===== config.mk =====
export PLATFORM = sky130hd
export DESIGN_NAME = gatebach_sieve_seg
export DESIGN_NICKNAME = d
export VERILOG_FILES = /design/src/rtl/gatebach_sieve_pkg.sv /design/src/rtl/gatebach_mod_div.sv /design/src/rtl/gatebach_sieve_seg.sv
export SDC_FILE = /design/constraint.sdc
export NUM_CORES = 2
export LEC_CHECK = 0
export ABC_AREA = 1
export CORE_UTILIZATION = 43
export CTS_BUF_LIST = sky130_fd_sc_hd__clkbuf_4 sky130_fd_sc_hd__clkbuf_8
export CTS_CLUSTER_SIZE = 8
export DETAILED_ROUTE_END_ITERATION = 8
export DONT_BUFFER_PORTS = 1
export GPL_TIMING_DRIVEN = 0
export PLACE_DENSITY_LB_ADDON = 0.1
export SLEW_MARGIN = 20
export SYNTH_ARGS = -nofsm -noshare
export SYNTH_HDL_FRONTEND = slang
export SYNTH_SLANG_ARGS = --single-unit

===== constraint.sdc =====
create_clock -name clk -period 13 [get_ports clk]
set_input_delay 2.6 -clock clk [delete_from_list [all_inputs] [get_ports clk]]
set_output_delay 2.6 -clock clk [all_outputs]
set_load 0.005 [all_outputs]

===== src/rtl/gatebach_sieve_pkg.sv =====
// Shared types and width helpers for the GateBach segmented sieve engine.
package gatebach_sieve_pkg;

   localparam int unsigned DEF_N_PRIMES  = 64;
   localparam int unsigned DEF_WORD_W    = 32;
   localparam int unsigned DEF_SEG_WORDS = 16;
   localparam int unsigned DEF_ADDR_W    = 64;
   localparam int unsigned DEF_P_W       = 32;

   typedef enum logic [2:0] {
      S_IDLE,
      S_INIT,
      S_DIV,
      S_MARK,
      S_OUT,
      S_DONE
   } state_t;

   typedef logic [DEF_WORD_W-1:0] word_t;

   // Index width for n entries, never narrower than one bit.
   function automatic int unsigned idx_w(input int unsigned n);
      return (n > 1) ? $clog2(n) : 1;
   endfunction

endpackage


===== src/rtl/gatebach_mod_div.sv =====
// Restoring remainder unit: one dividend bit per cycle, done pulses ADDR_W cycles after go.
module gatebach_mod_div
   import gatebach_sieve_pkg::*;
#(
   parameter int unsigned ADDR_W = DEF_ADDR_W,
   parameter int unsigned P_W    = DEF_P_W
) (
   input  logic              clk,
   input  logic              i_rst_n,
   input  logic              i_go,
   input  logic [ADDR_W-1:0] i_dividend,
   input  logic [P_W-1:0]    i_divisor,
   output logic              o_done,
   output logic [P_W-1:0]    o_rem
);

   localparam int unsigned CNT_W = idx_w(ADDR_W + 1);

   logic [ADDR_W-1:0] r_dvd;
   logic [P_W-1:0]    r_dvs;
   logic [P_W-1:0]    r_rem;
   logic [CNT_W-1:0]  r_cnt;
   logic              r_run;
   logic              r_done;
   logic [P_W:0]      w_shift;
   logic [P_W:0]      w_trial;

   // Partial remainder shifted by the next dividend bit, and its trial subtraction.
   always_comb begin
      w_shift = {r_rem, r_dvd[ADDR_W-1]};
      w_trial = w_shift - {1'b0, r_dvs};
   end

   // Iteration register: restore when the trial subtraction would go negative.
   always_ff @(posedge clk) begin
      if (!i_rst_n) begin
         r_dvd  <= '0;
         r_dvs  <= '0;
         r_rem  <= '0;
         r_cnt  <= '0;
         r_run  <= 1'b0;
         r_done <= 1'b0;
      end else begin
         r_done <= 1'b0;
         if (i_go) begin
            r_dvd <= i_dividend;
            r_dvs <= i_divisor;
            r_rem <= '0;
            r_cnt <= CNT_W'(ADDR_W);
            r_run <= 1'b1;
         end else if (r_run) begin
            r_rem <= (w_shift >= {1'b0, r_dvs}) ? P_W'(w_trial) : P_W'(w_shift);
            r_dvd <= r_dvd << 1;
            r_cnt <= r_cnt - CNT_W'(1);
            if (r_cnt == CNT_W'(1)) begin
               r_run  <= 1'b0;
               r_done <= 1'b1;
            end
         end
      end
   end

   assign o_done = r_done;
   assign o_rem  = r_rem;

endmodule


===== src/rtl/gatebach_sieve_seg.sv =====
// Segmented sieve engine: loads a prime table, clears composites of one segment,
// streams the survivor bitmap word by word. Optional GATEBACH_SIEVE_STATS_EN adds
// a survivor counter output (prime_cnt).
module gatebach_sieve_seg
   import gatebach_sieve_pkg::*;
#(
   parameter int unsigned N_PRIMES  = DEF_N_PRIMES,
   parameter int unsigned WORD_W    = DEF_WORD_W,
   parameter int unsigned SEG_WORDS = DEF_SEG_WORDS,
   parameter int unsigned ADDR_W    = DEF_ADDR_W,
   parameter int unsigned P_W       = DEF_P_W
) (
   input  logic                              clk,
   input  logic                              i_rst_n,
   input  logic                              start,
   input  logic [ADDR_W-1:0]                 start_addr,
   input  logic [$clog2(N_PRIMES+1)-1:0]     n_primes,
   input  logic                              cs_in,
   input  logic [idx_w(N_PRIMES)-1:0]        add_in,
   input  logic [P_W-1:0]                    data_in,
   output logic                              busy,
   output logic                              proc_done,
   output logic                              store_done,
   output logic                              out_valid,
   input  logic                              out_ready,
   output logic [idx_w(SEG_WORDS)-1:0]       out_idx,
   output logic [WORD_W-1:0]                 out_data
`ifdef GATEBACH_SIEVE_STATS_EN
   ,
   output logic [$clog2(SEG_WORDS*WORD_W+1)-1:0] prime_cnt
`endif
);

   localparam int unsigned SEG_BITS = SEG_WORDS * WORD_W;
   localparam int unsigned NP_W     = $clog2(N_PRIMES + 1);
   localparam int unsigned AD_W     = idx_w(N_PRIMES);
   localparam int unsigned IX_W     = idx_w(SEG_WORDS);
   localparam int unsigned BIT_W    = idx_w(SEG_BITS);

   state_t              r_state;
   logic                r_busy;
   logic                r_proc_done;
   logic                r_store_done;
   logic                r_out_valid;
   logic [IX_W-1:0]     r_out_idx;
   logic [WORD_W-1:0]   r_out_data;
   logic [SEG_BITS-1:0] r_bitmap;
   logic [ADDR_W-1:0]   r_start_addr;
   logic [NP_W-1:0]     r_n;
   logic [NP_W-1:0]     r_pidx;
   logic                r_div_first;
   logic [P_W-1:0]      r_p;
   logic [P_W:0]        r_off;
   logic [P_W-1:0]      r_tab [N_PRIMES];

   logic [P_W-1:0]      w_tab_p;
   logic [NP_W-1:0]     w_n_clamp;
   logic                w_last;
   logic                w_div_go;
   logic                w_div_done;
   logic [P_W-1:0]      w_rem;
   logic                w_in_seg;
   logic                w_is_self;
   logic                w_last_word;
   logic [IX_W-1:0]     w_nidx;
   logic [WORD_W-1:0]   w_words [SEG_WORDS];

   // Datapath decodes for the current prime, offset and output word.
   always_comb begin
      w_tab_p     = r_tab[AD_W'(r_pidx)];
      w_n_clamp   = (n_primes > NP_W'(N_PRIMES)) ? NP_W'(N_PRIMES) : n_primes;
      w_last      = (r_pidx + NP_W'(1)) == r_n;
      w_div_go    = (r_state == S_DIV) && r_div_first && (w_tab_p >= P_W'(2));
      w_in_seg    = r_off < (P_W+1)'(SEG_BITS);
      w_is_self   = ((ADDR_W+1)'(r_start_addr) + (ADDR_W+1)'(r_off)) == (ADDR_W+1)'(r_p);
      w_last_word = r_out_idx == IX_W'(SEG_WORDS - 1);
      w_nidx      = w_last_word ? '0 : r_out_idx + IX_W'(1);
      for (int k = 0; k < SEG_WORDS; k++) begin
         w_words[k] = r_bitmap[k*WORD_W +: WORD_W];
      end
   end

   gatebach_mod_div #(
      .ADDR_W (ADDR_W),
      .P_W    (P_W)
   ) u_div (
      .clk        (clk),
      .i_rst_n    (i_rst_n),
      .i_go       (w_div_go),
      .i_dividend (r_start_addr),
      .i_divisor  (w_tab_p),
      .o_done     (w_div_done),
      .o_rem      (w_rem)
   );

   // Prime table: host writes only while idle; contents survive reset.
   always_ff @(posedge clk) begin
      if (cs_in && (r_state == S_IDLE) && (32'(add_in) < N_PRIMES)) begin
         r_tab[add_in] <= data_in;
      end
   end

   // Control FSM plus bitmap marking and output streaming.
   always_ff @(posedge clk) begin
      if (!i_rst_n) begin
         r_state      <= S_IDLE;
         r_busy       <= 1'b0;
         r_proc_done  <= 1'b0;
         r_store_done <= 1'b0;
         r_out_valid  <= 1'b0;
         r_out_idx    <= '0;
         r_out_data   <= '0;
         r_bitmap     <= '1;
         r_start_addr <= '0;
         r_n          <= '0;
         r_pidx       <= '0;
         r_div_first  <= 1'b0;
         r_p          <= '0;
         r_off        <= '0;
      end else begin
         case (r_state)
            S_IDLE: begin
               if (start) begin
                  r_start_addr <= start_addr;
                  r_n          <= w_n_clamp;
                  r_busy       <= 1'b1;
                  r_proc_done  <= 1'b0;
                  r_store_done <= 1'b0;
                  r_out_idx    <= '0;
                  r_pidx       <= '0;
                  if (w_n_clamp == '0) begin
                     r_bitmap    <= '1;
                     r_out_data  <= '1;
                     r_out_valid <= 1'b1;
                     r_proc_done <= 1'b1;
                     r_state     <= S_OUT;
                  end else begin
                     r_state <= S_INIT;
                  end
               end
            end
            S_INIT: begin
               r_bitmap    <= '1;
               r_pidx      <= '0;
               r_div_first <= 1'b1;
               r_state     <= S_DIV;
            end
            S_DIV: begin
               if (r_div_first) begin
                  r_div_first <= 1'b0;
                  // Primes below 2 mark nothing: move straight to the next entry.
                  if (w_tab_p < P_W'(2)) begin
                     r_pidx <= r_pidx + NP_W'(1);
                     if (w_last) begin
                        r_state     <= S_OUT;
                        r_out_valid <= 1'b1;
                        r_proc_done <= 1'b1;
                        r_out_idx   <= '0;
                        r_out_data  <= w_words[0];
                     end else begin
                        r_div_first <= 1'b1;
                     end
                  end
               end else if (w_div_done) begin
                  r_p     <= w_tab_p;
                  r_off   <= (w_rem == '0) ? '0 : (P_W+1)'(w_tab_p - w_rem);
                  r_state <= S_MARK;
               end
            end
            S_MARK: begin
               if (w_in_seg) begin
                  if (!w_is_self) begin
                     r_bitmap[r_off[BIT_W-1:0]] <= 1'b0;
                  end
                  r_off <= r_off + (P_W+1)'(r_p);
               end else begin
                  r_pidx <= r_pidx + NP_W'(1);
                  if (w_last) begin
                     r_state     <= S_OUT;
                     r_out_valid <= 1'b1;
                     r_proc_done <= 1'b1;
                     r_out_idx   <= '0;
                     r_out_data  <= w_words[0];
                  end else begin
                     r_div_first <= 1'b1;
                     r_state     <= S_DIV;
                  end
               end
            end
            S_OUT: begin
               // out_valid is always high here, so out_ready alone is the handshake.
               if (out_ready) begin
                  if (w_last_word) begin
                     r_out_valid  <= 1'b0;
                     r_store_done <= 1'b1;
                     r_state      <= S_DONE;
                  end else begin
                     r_out_idx  <= w_nidx;
                     r_out_data <= w_words[w_nidx];
                  end
               end
            end
            S_DONE: begin
               r_busy  <= 1'b0;
               r_state <= S_IDLE;
            end
            default: r_state <= S_IDLE;
         endcase
      end
   end

   assign busy       = r_busy;
   assign proc_done  = r_proc_done;
   assign store_done = r_store_done;
   assign out_valid  = r_out_valid;
   assign out_idx    = r_out_idx;
   assign out_data   = r_out_data;

`ifdef GATEBACH_SIEVE_STATS_EN
   localparam int unsigned CNT_W = $clog2(SEG_BITS + 1);

   logic [CNT_W-1:0] r_prime_cnt;
   logic [CNT_W-1:0] w_pop;

   // Survivor count of the word currently presented.
   always_comb begin
      w_pop = '0;
      for (int i = 0; i < WORD_W; i++) begin
         w_pop = w_pop + CNT_W'(r_out_data[i]);
      end
   end

   // Accumulate survivors over handshaken words; cleared on accepted start.
   always_ff @(posedge clk) begin
      if (!i_rst_n) begin
         r_prime_cnt <= '0;
      end else if ((r_state == S_IDLE) && start) begin
         r_prime_cnt <= '0;
      end else if ((r_state == S_OUT) && out_ready) begin
         r_prime_cnt <= r_prime_cnt + w_pop;
      end
   end

   assign prime_cnt = r_prime_cnt;
`endif

endmodule


==> qor.log <==
qor: yosys.synthesis.nets 15100
qor: setup_path.cp_data_arrival_time 8480 ps
qor: setup_path.critPathLaunchType flop
qor: timing.timing.final.setup_violations 0
qor: yosys.post-synth-top-area-fraction 45.8%
qor: clock_network.root_buffer clkbuf_8
qor: yosys.number_of_enable_flip_flop_cells_after_synthesis 2048
qor: drt.route.detailed.drc 0
qor: setup_path.worst_setup_path_end_kind flop
qor: drt.drt_iter0_markers 20000
qor: drt.drt-pass1-iter-count 8
qor: setup_path.setup.reg_to_reg.worst_slack 5590 ps
qor: drt.drt-total-wl 651000 um
qor: drt.vias_post_dr 124000
qor: clock_network.ctsResizeCount 0
qor: clock_network.ctsHoldBuffers 0
qor: global_route.grt_pass1_vias 112000
qor: global_route.antenna_found_initial 37
qor: yosys.ys_seq_elements 2890
qor: power_and_ir_drop.vdd_ir_drop_max 0.000209 V
qor: timing.slew_headroom 12.7%
qor: yosys.synth_common_cells 4034 x nand2_1, 2453 x nand3_1, 2048 x edfxtp_1
qor: place.dp.cells 19200
qor: floorplanning.die-height 561 um
qor: floorplanning.start_util 43.3%
qor: yosys.async_flop_share 0%
qor: timing.setup_repair_after_global_routing_missed_its_margin no
qor: global_route.largest_net_degree_at_the_start_of_global_routing 65
qor: clock_network.clk_transition_reported_paths 60 ps
qor: cells_and_area.drive_above_1_share 9.59%
qor: clock_network.clock_latency 1310 ps
qor: cells_and_area.final_cells 20100
qor: yosys.cell_types_occupying_the_most_area_after_synthesis edfxtp_1 46%, dfxtp_1 13%, nand2_1 11%
qor: outcome.outcome complete, no violations
qor: hold_path.hp-class reg2reg
qor: drt.vias_per_cell 6.14
qor: power_and_ir_drop.total_leakage_power 58.8 nW
qor: floorplanning.die_w 561 um
qor: cells_and_area.finish.net_count 15800
qor: power_and_ir_drop.power.density 223 nW/um^2
qor: timing.timing.final.hold_violations 0
qor: timing.finalClockSkew 150 ps
qor: timing.min_period 7410 ps
qor: drt.drt-wirelength-per-cell 32.3 um
qor: timing.totalNegativeSetupSlack 0 ps
qor: clock_network.cts_tree done
qor: global_route.grt.overflow.total 0
qor: cells_and_area.final_area 155000 um^2
qor: job.timing.max_cap.violations 0
qor: global_route.grt_pass1_wl 884000 um
qor: yosys.syn_inst_count 14900
qor: yosys.avgSynthCellArea 9.03 um^2
qor: clock_network.postCtsSetupBuffers 0
qor: floorplanning.fp.dieArea 314000 um^2
qor: clock_network.h_tree_depth 6
qor: timing.worst_slew_pin_slew 1310 ps
qor: yosys.synthFlopType edfxtp_1
qor: floorplanning.core_area 310000 um^2
qor: place.dpl.hpwl 468000 um
qor: place.finalWeightedCongestion 1.03
qor: drt.route.antenna.remaining_nets 0
qor: clock_network.tritoncts.num_buffers 521
qor: yosys.post_synth_num_cell_types 56
qor: clock_network.cts-root-to-sink-buffers 4
qor: setup_path.critical_path_required 14070 ps
qor: global_route.gr-usage-all-layers 40.1%
qor: timing.max_freq 135 MHz
qor: yosys.synth_area 134000 um^2
qor: place.postPlaceCellArea 145000 um^2
qor: cells_and_area.layout-area-overhead-vs-synth 15.5%
qor: yosys.synth_warnings 0
qor: power_and_ir_drop.p_total 0.0346 W
qor: setup_path.crit_fanout 10
qor: floorplanning.io_pins 154
qor: place.place.port_buffers 0
qor: yosys.post-synth-top-count-cell nand2_1
qor: clock_network.cts_sinks 2890
qor: setup_path.worst_path_class_setup reg2reg
qor: yosys.synth_sequential_area_ratio 58.4%
qor: floorplanning.placementRows 204
qor: timing.fin_max_slew_vios 0
qor: yosys.synth_largest_area_cell edfxtp_1
qor: timing.timing.final.crit_share 57.0%
-- sequential cells by signal (all words and copies together), names as in the netlist, 4 cells and up, named ones only --
| register | count |
|---|---|
| r_tab | 2048 |
| r_bitmap | 512 |
| r_start_addr | 64 |
| u_div.r_dvd | 64 |
| r_off | 33 |
| out_data | 32 |
| r_p | 32 |
| u_div.o_rem | 32 |
| u_div.r_dvs | 32 |
| r_n | 7 |
| r_pidx | 7 |
| u_div.r_cnt | 7 |
| out_idx | 4 |
-- cell families after synthesis --
kind of cell / synth area share [%]
xor gates and xnor gates: 0.578
AOI/OAI and AO/OA: 8.35
DFF: 58.4
muxes: 0.485
and+or+nand+nor: 25.9
buffers and inverters: 5.04
adders and majority gates: 1.30
-- power breakdown --
part	total, W	internal (W)	switching, W
Sequential	0.0113	0.0105	0.000753
Combinational	0.0145	0.00383	0.0107
Clock	0.00878	0.00465	0.00413
Total	0.0346	0.0190	0.0156
-- layout by cell type (no fill, tap or decap), types with 22 or more instances in the layout --
cell type	count
nand2_1	4034
nand3_1	2453
edfxtp_1	2048
o21ai_0	1119
dfxtp_1	842
nor2_1	767
clkbuf_1	678
inv_1	582
clkbuf_8	564
nand4_1	562
a21oi_1	473
buf_2	294
clkbuf_4	181
ha_1	133
o22ai_1	118
buf_12	106
buf_16	91
buf_1	72
nor2_4	66
clkinv_1	66
mux2i_1	61
nor3_1	47
xnor2_1	46
a211oi_1	42
xor2_1	40
a32o_1	40
o211ai_1	32
clkbuf_2	31
a211oi_2	30
clkinv_2	28
diode_2	27
nor4_1	22
-- path summary, 6_finish.rpt --
| kind | start | to | cells after the start |
|---|---|---|---|
| worst max-delay path | flop | r_off[23] | 25 |
| worst min-delay path | u_div.r_dvd[62] | u_div.r_dvd[62] | 2 |
| worst max register to register | flop | r_off[23] | 25 |
| worst min register to register | u_div.r_dvd[62] | u_div.r_dvd[62] | 2 |
-- critical path: stages, from the launching register on --
cell and delay (ps):
dfxtp_1 460, buf_2 310, inv_1 150, clkbuf_1 900, clkbuf_1 1000, nand3_1 580
nand3_1 190, nand3_1 90, nand3_1 340, nand2_1 390, inv_1 130, ha_1 290
a21oi_1 150, inv_1 70, a31oi_1 120, a21boi_0 540, inv_1 90, nand2_1 70
nand2_1 140, a21boi_0 370, o21ai_0 160, or2_2 290, nand3_1 110, nand3_1 130
nand2_1 100, inv_1 40
-- metal layers --
metal	global-route usage [%]	up-vias	wire [um]
met4	29.0	28	55400
met5	0	-	185
met3	9.46	2289	77600
met1	50.5	58900	238000
li1	-	53600	-
met2	60.3	8826	280000
-- through the flow --
step	hold WS (ps)	util, %	worst slack (ps)
CTS	464	50.0	5930
detailed placement	456	46.7	5980
global route	492	50.0	5600
finish	460	50.1	5590
floorplan	435	-	8060
global placement	454	45.0	3100
-- area by class of cell --
cell class	count	area [um^2]
Buffer	1091	4580
Tap cell	4120	5150
Inverter	597	2240
Fill cell	29400	155000
Clock buffer	745	9120
Multi-Input combinational cell	10300	49600
Sequential cell	2890	78400
Timing Repair Buffer	204	4720
Antenna cell	27	67.6
Clock inverter	152	1090
Note: power is estimated with default switching activity, not from simulation.
